===== config.mk =====
export PLATFORM = sky130hd
export DESIGN_NAME = luhn_digit_streamer
export DESIGN_NICKNAME = d
export VERILOG_FILES = /design/src/rtl/ccv_pkg.sv /design/src/rtl/luhn_acc.sv /design/src/rtl/luhn_digit_streamer.sv
export SDC_FILE = /design/constraint.sdc
export NUM_CORES = 1
export LEC_CHECK = 0
export ABC_AREA = 1
export BUFFER_PORTS_ARGS = -buffer_cell sky130_fd_sc_hd__buf_2
export CELL_PAD_IN_SITES_DETAIL_PLACEMENT = 0
export CELL_PAD_IN_SITES_GLOBAL_PLACEMENT = 1
export CORE_UTILIZATION = 40
export DETAILED_ROUTE_END_ITERATION = 8
export PLACE_DENSITY = 0.76
export SLEW_MARGIN = 20
export SYNTH_ARGS = -nofsm -noshare
export SYNTH_HDL_FRONTEND = slang
export SYNTH_HIERARCHICAL = 1
export SYNTH_SLANG_ARGS = --single-unit

===== constraint.sdc =====
create_clock -name clk -period 8.9 [get_ports clk]
set_input_delay 1.78 -clock clk [delete_from_list [all_inputs] [get_ports clk]]
set_output_delay 1.78 -clock clk [all_outputs]
set_load 0.02 [all_outputs]

===== src/rtl/ccv_pkg.sv =====
// Shared card-check package: digit width, default frame size, FSM state encoding
// and the Luhn doubling map. Used by both the streamer and the validator.
package ccv_pkg;

  localparam int unsigned DIGIT_W    = 4;
  localparam int unsigned MAX_DIGITS = 19;

  typedef enum logic [1:0] {
    IDLE,
    LOAD,
    CALC,
    SEND
  } state_t;

  // d -> 2d, folded back into 0..9 by subtracting 9 (digit sum of 2d)
  function automatic logic [DIGIT_W-1:0] luhn_dbl(input logic [DIGIT_W-1:0] d);
    logic [DIGIT_W:0] t;
    t = {d, 1'b0};
    if (t > 5'd9) t = t - 5'd9;
    return t[DIGIT_W-1:0];
  endfunction

endpackage


===== src/rtl/luhn_acc.sv =====
// Mod-10 dual accumulator: S0 doubles even-index digits, S1 doubles odd-index
// digits. A clear together with an add starts a fresh sum from that digit.
module luhn_acc
  import ccv_pkg::*;
(
  input  logic               clk,
  input  logic               rst,
  input  logic               clr,
  input  logic               add,
  input  logic               parity,
  input  logic [DIGIT_W-1:0] digit,
  output logic [DIGIT_W-1:0] s0,
  output logic [DIGIT_W-1:0] s1
);

  logic [DIGIT_W-1:0] base0, base1, a0, a1, n0, n1;

  function automatic logic [DIGIT_W-1:0] add_mod10(input logic [DIGIT_W-1:0] a,
                                                   input logic [DIGIT_W-1:0] b);
    logic [DIGIT_W:0] t;
    t = {1'b0, a} + {1'b0, b};
    if (t > 5'd9) t = t - 5'd10;
    return t[DIGIT_W-1:0];
  endfunction

  always_comb begin
    base0 = clr ? '0 : s0;
    base1 = clr ? '0 : s1;
    a0    = parity ? digit : luhn_dbl(digit);
    a1    = parity ? luhn_dbl(digit) : digit;
    n0    = add ? add_mod10(base0, a0) : base0;
    n1    = add ? add_mod10(base1, a1) : base1;
  end

  always_ff @(posedge clk) begin
    if (rst) begin
      s0 <= '0;
      s1 <= '0;
    end else begin
      s0 <= n0;
      s1 <= n1;
    end
  end

endmodule


===== src/rtl/luhn_digit_streamer.sv =====
// Accepts a BCD payload (MSD first), appends its Luhn check digit and streams the
// frame out one digit per handshake. LUHN_ERR_INJECT_EN adds err_inject (check+1).
module luhn_digit_streamer #(
  parameter int unsigned MAX_DIGITS = ccv_pkg::MAX_DIGITS,
  parameter int unsigned DW         = ccv_pkg::DIGIT_W,
  parameter int unsigned CW         = 5
) (
  input  logic          clk,
  input  logic          rst,
  input  logic [DW-1:0] in_digit,
  input  logic          in_valid,
  input  logic          in_last,
  output logic          in_ready,
  output logic [DW-1:0] out_digit,
  output logic          out_valid,
  output logic          out_last,
  input  logic          out_ready,
`ifdef LUHN_ERR_INJECT_EN
  input  logic          err_inject,
`endif
  output logic [DW-1:0] check_digit,
  output logic          busy,
  output logic          err
);

  import ccv_pkg::*;

  localparam int unsigned   PAY_MAX = MAX_DIGITS - 1;
  localparam logic [CW-1:0] OVF_LEN = CW'(MAX_DIGITS - 2);

  state_t        state_q, state_d;
  logic [DW-1:0] dig_buf [PAY_MAX];
  logic [CW-1:0] len_q, rd_q, wr_idx;
  logic [DW-1:0] check_q, s0, s1, s_sel, check_c, check_tx;
  logic          err_q, accept, bad, tx_beat, at_check, inject;

`ifdef LUHN_ERR_INJECT_EN
  assign inject = err_inject;
`else
  assign inject = 1'b0;
`endif

  // len_q still holds the previous frame's length in IDLE, so the first digit indexes from 0
  assign wr_idx   = (state_q == IDLE) ? '0 : len_q;
  assign in_ready = (state_q == IDLE) || (state_q == LOAD);
  assign accept   = in_valid && in_ready;
  assign bad      = accept && ((in_digit > DW'(9)) || (!in_last && (wr_idx == OVF_LEN)));

  assign at_check  = (rd_q == len_q);
  assign out_valid = (state_q == SEND);
  assign out_last  = out_valid && at_check;
  assign out_digit = !out_valid ? '0 : (at_check ? check_q : dig_buf[rd_q]);
  assign tx_beat   = out_valid && out_ready;

  assign busy        = (state_q != IDLE);
  assign err         = err_q;
  assign check_digit = check_q;

  luhn_acc u_acc (
    .clk   (clk),
    .rst   (rst),
    .clr   (state_q == IDLE),
    .add   (accept),
    .parity(wr_idx[0]),
    .digit (in_digit),
    .s0    (s0),
    .s1    (s1)
  );

  always_comb begin
    s_sel    = len_q[0] ? s0 : s1;
    check_c  = (s_sel == '0) ? '0 : DW'(10) - s_sel;
    check_tx = check_c;
    if (inject) check_tx = (check_c == DW'(9)) ? '0 : check_c + 1'b1;
  end

  always_comb begin
    state_d = state_q;
    case (state_q)
      IDLE, LOAD: if (accept) state_d = bad ? IDLE : (in_last ? CALC : LOAD);
      CALC:       state_d = SEND;
      SEND:       if (tx_beat && at_check) state_d = IDLE;
      default:    state_d = IDLE;
    endcase
  end

  always_ff @(posedge clk) begin
    if (rst) state_q <= IDLE;
    else     state_q <= state_d;
  end

  always_ff @(posedge clk) begin
    if (rst) begin
      len_q   <= '0;
      rd_q    <= '0;
      check_q <= '0;
      err_q   <= 1'b0;
      for (int unsigned i = 0; i < PAY_MAX; i++) dig_buf[i] <= '0;
    end else begin
      err_q <= bad;
      if (accept) len_q <= wr_idx + 1'b1;
      if (accept && !bad) dig_buf[wr_idx] <= in_digit;
      if (state_q == CALC) begin
        rd_q    <= '0;
        check_q <= check_tx;
      end else if (tx_beat && !at_check) begin
        rd_q <= rd_q + 1'b1;
      end
    end
  end

endmodule

# Yosys cells after proc, flatten, opt, wreduce, memory -nomap -nowiden
# Memories as Yosys holds them, arrays and structs flattened. A register that Yosys moved wholly into a read port is not among the register bits.
# Index checks and enable logic that the tools add are counted.
# totals
ff_bits	25
mem_bits_rw	72
input_bits	9
out_inout_bits	13
memories	1
# mem_list
memory	words	word_bits	rd	rd_clocked_by_memory_dff	write_ports	line	text
dig_buf	18	4	1	1	18	luhn_digit_streamer.sv:32	logic [DW-1:0] dig_buf [PAY_MAX];
# classes
addsub	8
magnitude_cmp	4
eq_ne	7
n_mux	29
n_reduce_logical	20
# ops
operator	count
2-to-1 mux 4 bit	14
2-to-1 mux 5 bit	4
> comparator 5 x 4 -> 1 bit, second input constant	3
subtractor 4 bit, second input constant	3
adder 4 x 4 -> 5 bit	2
adder 5 x 1 -> 5 bit, second input constant	2
logical AND 1 bit	8
2-to-1 mux 2 bit	4
2-to-1 mux 1 bit	6
one-hot mux 2 bit (3 select lines)	1
equality test 5 bit	1
equality test 5 bit, second input constant	1
equality test 2 bit, second input constant	2
> comparator 4 bit, second input constant	1
logical NOT 4 bit	1
OR reduction 2 bit	2
OR reduction 4 bit	1
subtractor 4 bit, first input constant	1
logical NOT 1 bit	3
equality test 2 x 1 -> 1 bit, second input constant	1
logical NOT 2 bit	1
logical OR 1 bit	2
inequality test 2 x 1 -> 1 bit, second input constant	1
inequality test 2 bit, second input constant	1
2 further kinds	2

# Depth between registers and ports, before layout
# logic_depth
ltp_word	13
ltp_mapped	21
depth_no_buf	21

# By module
# Netlist, hierarchy kept.
# modules_own_cells
module	instances	cells_per_inst	area_per_inst_um2
luhn_digit_streamer	1	827	7149.4
luhn_acc	1	169	1037.2

# Worst setup path after synthesis
# No wires, ideal clock.
# synth_path
path_type	input port to flip-flop
from	in in_digit[0]
to	reg u_acc.s0[2]
setup_ns	0.117
arrival_time_ns	4.052
setup_slack_ns	4.731
stages	18
n_path_buf	0
path_cell_list	inv_1 > ha_1 > or2_1 > nand2_1 > xor2_1 > o21ai_0 > fa_1 > nand2_1 > nand2_4 > ha_1 > inv_1 > nor2_1 > a21oi_4 > nand2_4 > nand3_1 > nand2_1 > nor2_1 > nor2_1
# synth_via
elab_chain_cells	7
word_cells_on_any_way	9
# synth_rtl
item	line	text
start, declared	luhn_digit_streamer.sv:10	input logic [DW-1:0] in_digit,
subtractor 4 bit or > comparator 5 x 4 -> 1 bit (tied branches)	ccv_pkg.sv:19	if (t > 5'd9) t = t - 5'd9;
2-to-1 mux 4 bit	ccv_pkg.sv:19	
2-to-1 mux 4 bit (*)	luhn_acc.sv:29	a0 = parity ? digit : luhn_dbl(digit);
adder 4 x 4 -> 5 bit (*)	luhn_acc.sv:21	t = {1'b0, a} + {1'b0, b};
subtractor 4 bit or > comparator 5 x 4 -> 1 bit (tied branches)	luhn_acc.sv:22	if (t > 5'd9) t = t - 5'd10;
2-to-1 mux 4 bit (*)	luhn_acc.sv:22	
2-to-1 mux 4 bit (*)	luhn_acc.sv:31	n0 = add ? add_mod10(base0, a0) : base0;
end signal, assigned	luhn_acc.sv:40	s0 <= n0;
end, declared	luhn_acc.sv:12	output logic [DIGIT_W-1:0] s0,
# Mark *: on every way between the ends. The rest lies on a longest branch, timed or not.
# A chain may end at the register's enable or synchronous reset.

==> flow_metrics.env <==
export IMPL_cp_data_arrival_time_ns=3.33
export IMPL_first_iter_violations=559
export IMPL_std_cell_rows=51
export IMPL_seq_area_mm2=0.00445
export IMPL_p_int_mw=1.25
export IMPL_wl_per_cell_um=16.0
export IMPL_clkSinkCount=158
export IMPL_top_signal_layer_used="met4"
export IMPL_tritoncts_num_buffers=17
export IMPL_setup_viol=0
export IMPL_floorplan_initialDensity_pct=41.4
export IMPL_area_growth_synth_to_final_pct=11.9
export IMPL_grt_pass1_vias=6311
export IMPL_h_tree_depth=4
export IMPL_fp_coreArea_mm2=0.0198
export IMPL_clock_transition_time_at_the_flip_flop_clock_pins_of_the_worst_setup_and_hold_paths_ns=0.08
export IMPL_wire_length_of_the_first_global_routing_pass_um=33400
export IMPL_worstPathRequired_ns=7.12
export IMPL_yosys_warnings=6
export IMPL_gates_resized_cts_repair=0
export IMPL_synth_ff_latch_count=158
export IMPL_most_common_layout_cells="326 x nand2_1, 128 x edfxtp_1, 119 x inv_1"
export IMPL_via_count=6433
export IMPL_boundaryPins=22
export IMPL_design_power_total_mw=1.75
export IMPL_port_buffers=21
export IMPL_fmaxAchievable_mhz=196
export IMPL_synthesis_area_per_instance_um2=8.22
export IMPL_global_route_usage_total_pct=20.5
export IMPL_synthDistinctLibCells=40
export IMPL_cts_max_path_buffers=2
export IMPL_clock_power_share_pct=43.0
export IMPL_min_delay_path_depth=1
export IMPL_p_comb_share_pct=10.0
export IMPL_synthesis_instances=996
export IMPL_hold_violations=0
export IMPL_drc=0
export IMPL_met2_wirelength_um=9480
export IMPL_final_setup_tns_ns=0
export IMPL_whs_ns=0.485
export IMPL_globalRouteOverflowTotal=0
export IMPL_n_antenna_cell=0
export IMPL_ir_worst_vdd_v=0.000151
export IMPL_worstSetupStartpointType="flop"
export IMPL_finalWorstPathRequiredPeriod_ns=5.11
export IMPL_slew_limit_headroom_pct=30.9
export IMPL_num_fill_cells=2019
export IMPL_multi_input_area_mm2=0.00312
export IMPL_maximum_number_of_pins_on_one_net_before_global_route_repair=69
export IMPL_hpwlAfterDp_um=14600
export IMPL_worst_slew_pin_slew_ns=1.03
export IMPL_syn_nets=1021
export IMPL_gpl_final_weighted_congestion=0.807
export IMPL_ratio_of_cells_with_drive_above_1_in_the_final_layout_pct=9.22
export IMPL_rsz_0062_raised_after_global_routing="no"
export IMPL_post_route_cell_area_mm2=0.00916
export IMPL_most_common_cell_after_layout_fill_and_taps_aside="nand2_1"
export IMPL_routed_wl_met3_um=955
export IMPL_leakagePower_nw=3.93
export IMPL_synth_sequential_area_ratio_pct=54.3
export IMPL_status="finished, final reports clean"
export IMPL_dr_pass1_iters=5
export IMPL_detail_route_wirelength_met1_um=9830
export IMPL_drt_vias_per_instance=5.01
export IMPL_drt_wl_total_um=20600
export IMPL_swShare_pct=28.5
export IMPL_antenna_violations_before_repair=0
export IMPL_worst_hold_path_type="flop to flop"
export IMPL_finalCritPeriodShare_pct=57.4
export IMPL_finish_net_count=1032
export IMPL_post_cts_buffers=0
export IMPL_max_cap_viol_count=0
export IMPL_chipHeight_um=145
export IMPL_timing_critical_path_to_type="output pin"
export IMPL_cts_root_buffer_cell="clkbuf_16"
export IMPL_path_class="flop to output pin"
export IMPL_share_seq_of_total_power_pct=47.0
export IMPL_reg2regPathDepth=20
export IMPL_tritoncts="yes"
export IMPL_total_switching_power_mw=0.500
export IMPL_drt_antenna_violating_nets=0
export IMPL_final_setup_skew_ns=0.0119
export IMPL_powerDensity_mw_per_mm2=191
export IMPL_crit_fanout=68
export IMPL_cts_hold_fix_buffers=0
export IMPL_finalMaxSlewViolations=0
export IMPL_placed_area_mm2=0.00852
export IMPL_chipWidth_um=145
export IMPL_worstSkewPairLatency_ns=0.44
export IMPL_synthesis_area_mm2=0.00819
export IMPL_die_area_mm2=0.0210
-- per-stage QoR --
| step | instances | setup WS (ns) | utilization, % |
|---|---|---|---|
| global placement | 1253 | 4.32 | 43.1 |
| CTS | 1285 | 3.85 | 46.3 |
| finish | 1285 | 3.79 | 46.3 |
| global route | 1285 | 3.52 | 46.3 |
| floorplan | 996 | 4.73 | - |
| detailed placement | 1253 | 4.32 | 43.1 |
-- worst max-delay path, cell delays in order (launching register included) --
cell      delay (ns)
dfxtp_2         0.31
buf_4           0.56
clkinv_1        0.51
buf_4           0.44
nand2_1         0.12
nand2_1         0.05
nand2_1         0.05
nand3_1         0.19
nand3_1         0.16
nand3_1         0.09
nand3_1         0.13
nand2_1         0.06
buf_2           0.15
-- worst paths after layout --
| check | from | end | slack [ns] |
|---|---|---|---|
| max | flop | out_digit[3] | 3.79 |
| min | len_q[4]$_SDFFE_PP0P_ | len_q[4]$_SDFFE_PP0P_ | 0.48 |
| max reg2reg | state_q[1]$_SDFFE_PP0P_ | u_acc/s0[1]$_SDFF_PP0_ | 5.68 |
| min reg2reg | len_q[4]$_SDFFE_PP0P_ | len_q[4]$_SDFFE_PP0P_ | 0.48 |
-- flip-flops by register name, summed over array words and instances (netlist names), named ones only --
register	count
dig_buf	128
u_acc/s0	4
err	1
u_acc/s1	4
state_q	2
check_digit	4
len_q	5
rd_q	5
-- cell type report --
type | count | area share [%]
inverter | 128 | 5.24
multi-input combinational | 676 | 34.1
timing repair buffer | 26 | 1.56
clock buffer | 17 | 4.64
clock inverter | 15 | 2.34
sequential | 158 | 48.5
tap | 265 | 3.62
-- kinds of logic after synthesis --
logic type	count (synthesis)	synth area share [%]
xor+xnor	4	0.428
simple gates	593	30.6
compound gates	63	4.45
buf+inv	162	7.57
fa+ha+maj	16	2.63
flops	158	54.3
-- power groups by stage --
stage	registers [mW]	logic [mW]	clock network, mW
4_1_cts	0.824	0.176	0.764
3_3_place_gp	0.841	0.176	0
3_5_place_dp	0.841	0.175	0
2_1_floorplan	0.838	0.130	0
6_report	0.824	0.176	0.755
5_1_grt	0.827	0.199	0.792
-- cells in the mapped netlist --
library cell  instances  share of area, %
a21oi_2               2              0.21
nand3_4               1              0.21
o211ai_1              3              0.28
o21ai_1               4              0.24
o21a_1                1             0.092
a21oi_4               2              0.40
or2_2                 1             0.076
a21oi_1              21               1.3
nor2_2                7              0.53
xor2_1                2              0.21
dfxtp_1              30               7.3
ha_1                 14               2.1
nor2_4                3              0.41
clkinv_1              1             0.046
a211oi_1              1             0.092
o22ai_1               1             0.076
nand3_1             116               7.1
nand2_1             326                15
clkbuf_1             19              0.87
buf_1                 8              0.37
nand3_2               3              0.37
xnor2_1               2              0.21
o21ai_0              25               1.5
a31oi_1               2              0.15
nor2_1              117               5.4
edfxtp_1            128                47
buf_4                 1             0.092
or2_1                 1             0.076
nor3b_2               1              0.15
nand2_2               6              0.46
inv_1               120               5.5
buf_2                 6              0.37
nor4_1                3              0.23
nand2_4               2              0.28
fa_1                  2              0.49
nand3b_1              1             0.092
inv_2                 7              0.32
a22oi_1               1             0.092
nand4_1               3              0.23
nor3_1                2              0.12
-- metal layers --
metal  GRT usage [%]  up-vias
li1                -     3237
met1            28.8     2998
met2            32.1      172
met3            3.33       26
met4            6.84        0
met5               0        -
Note: power is estimated with default switching activity, not from simulation.
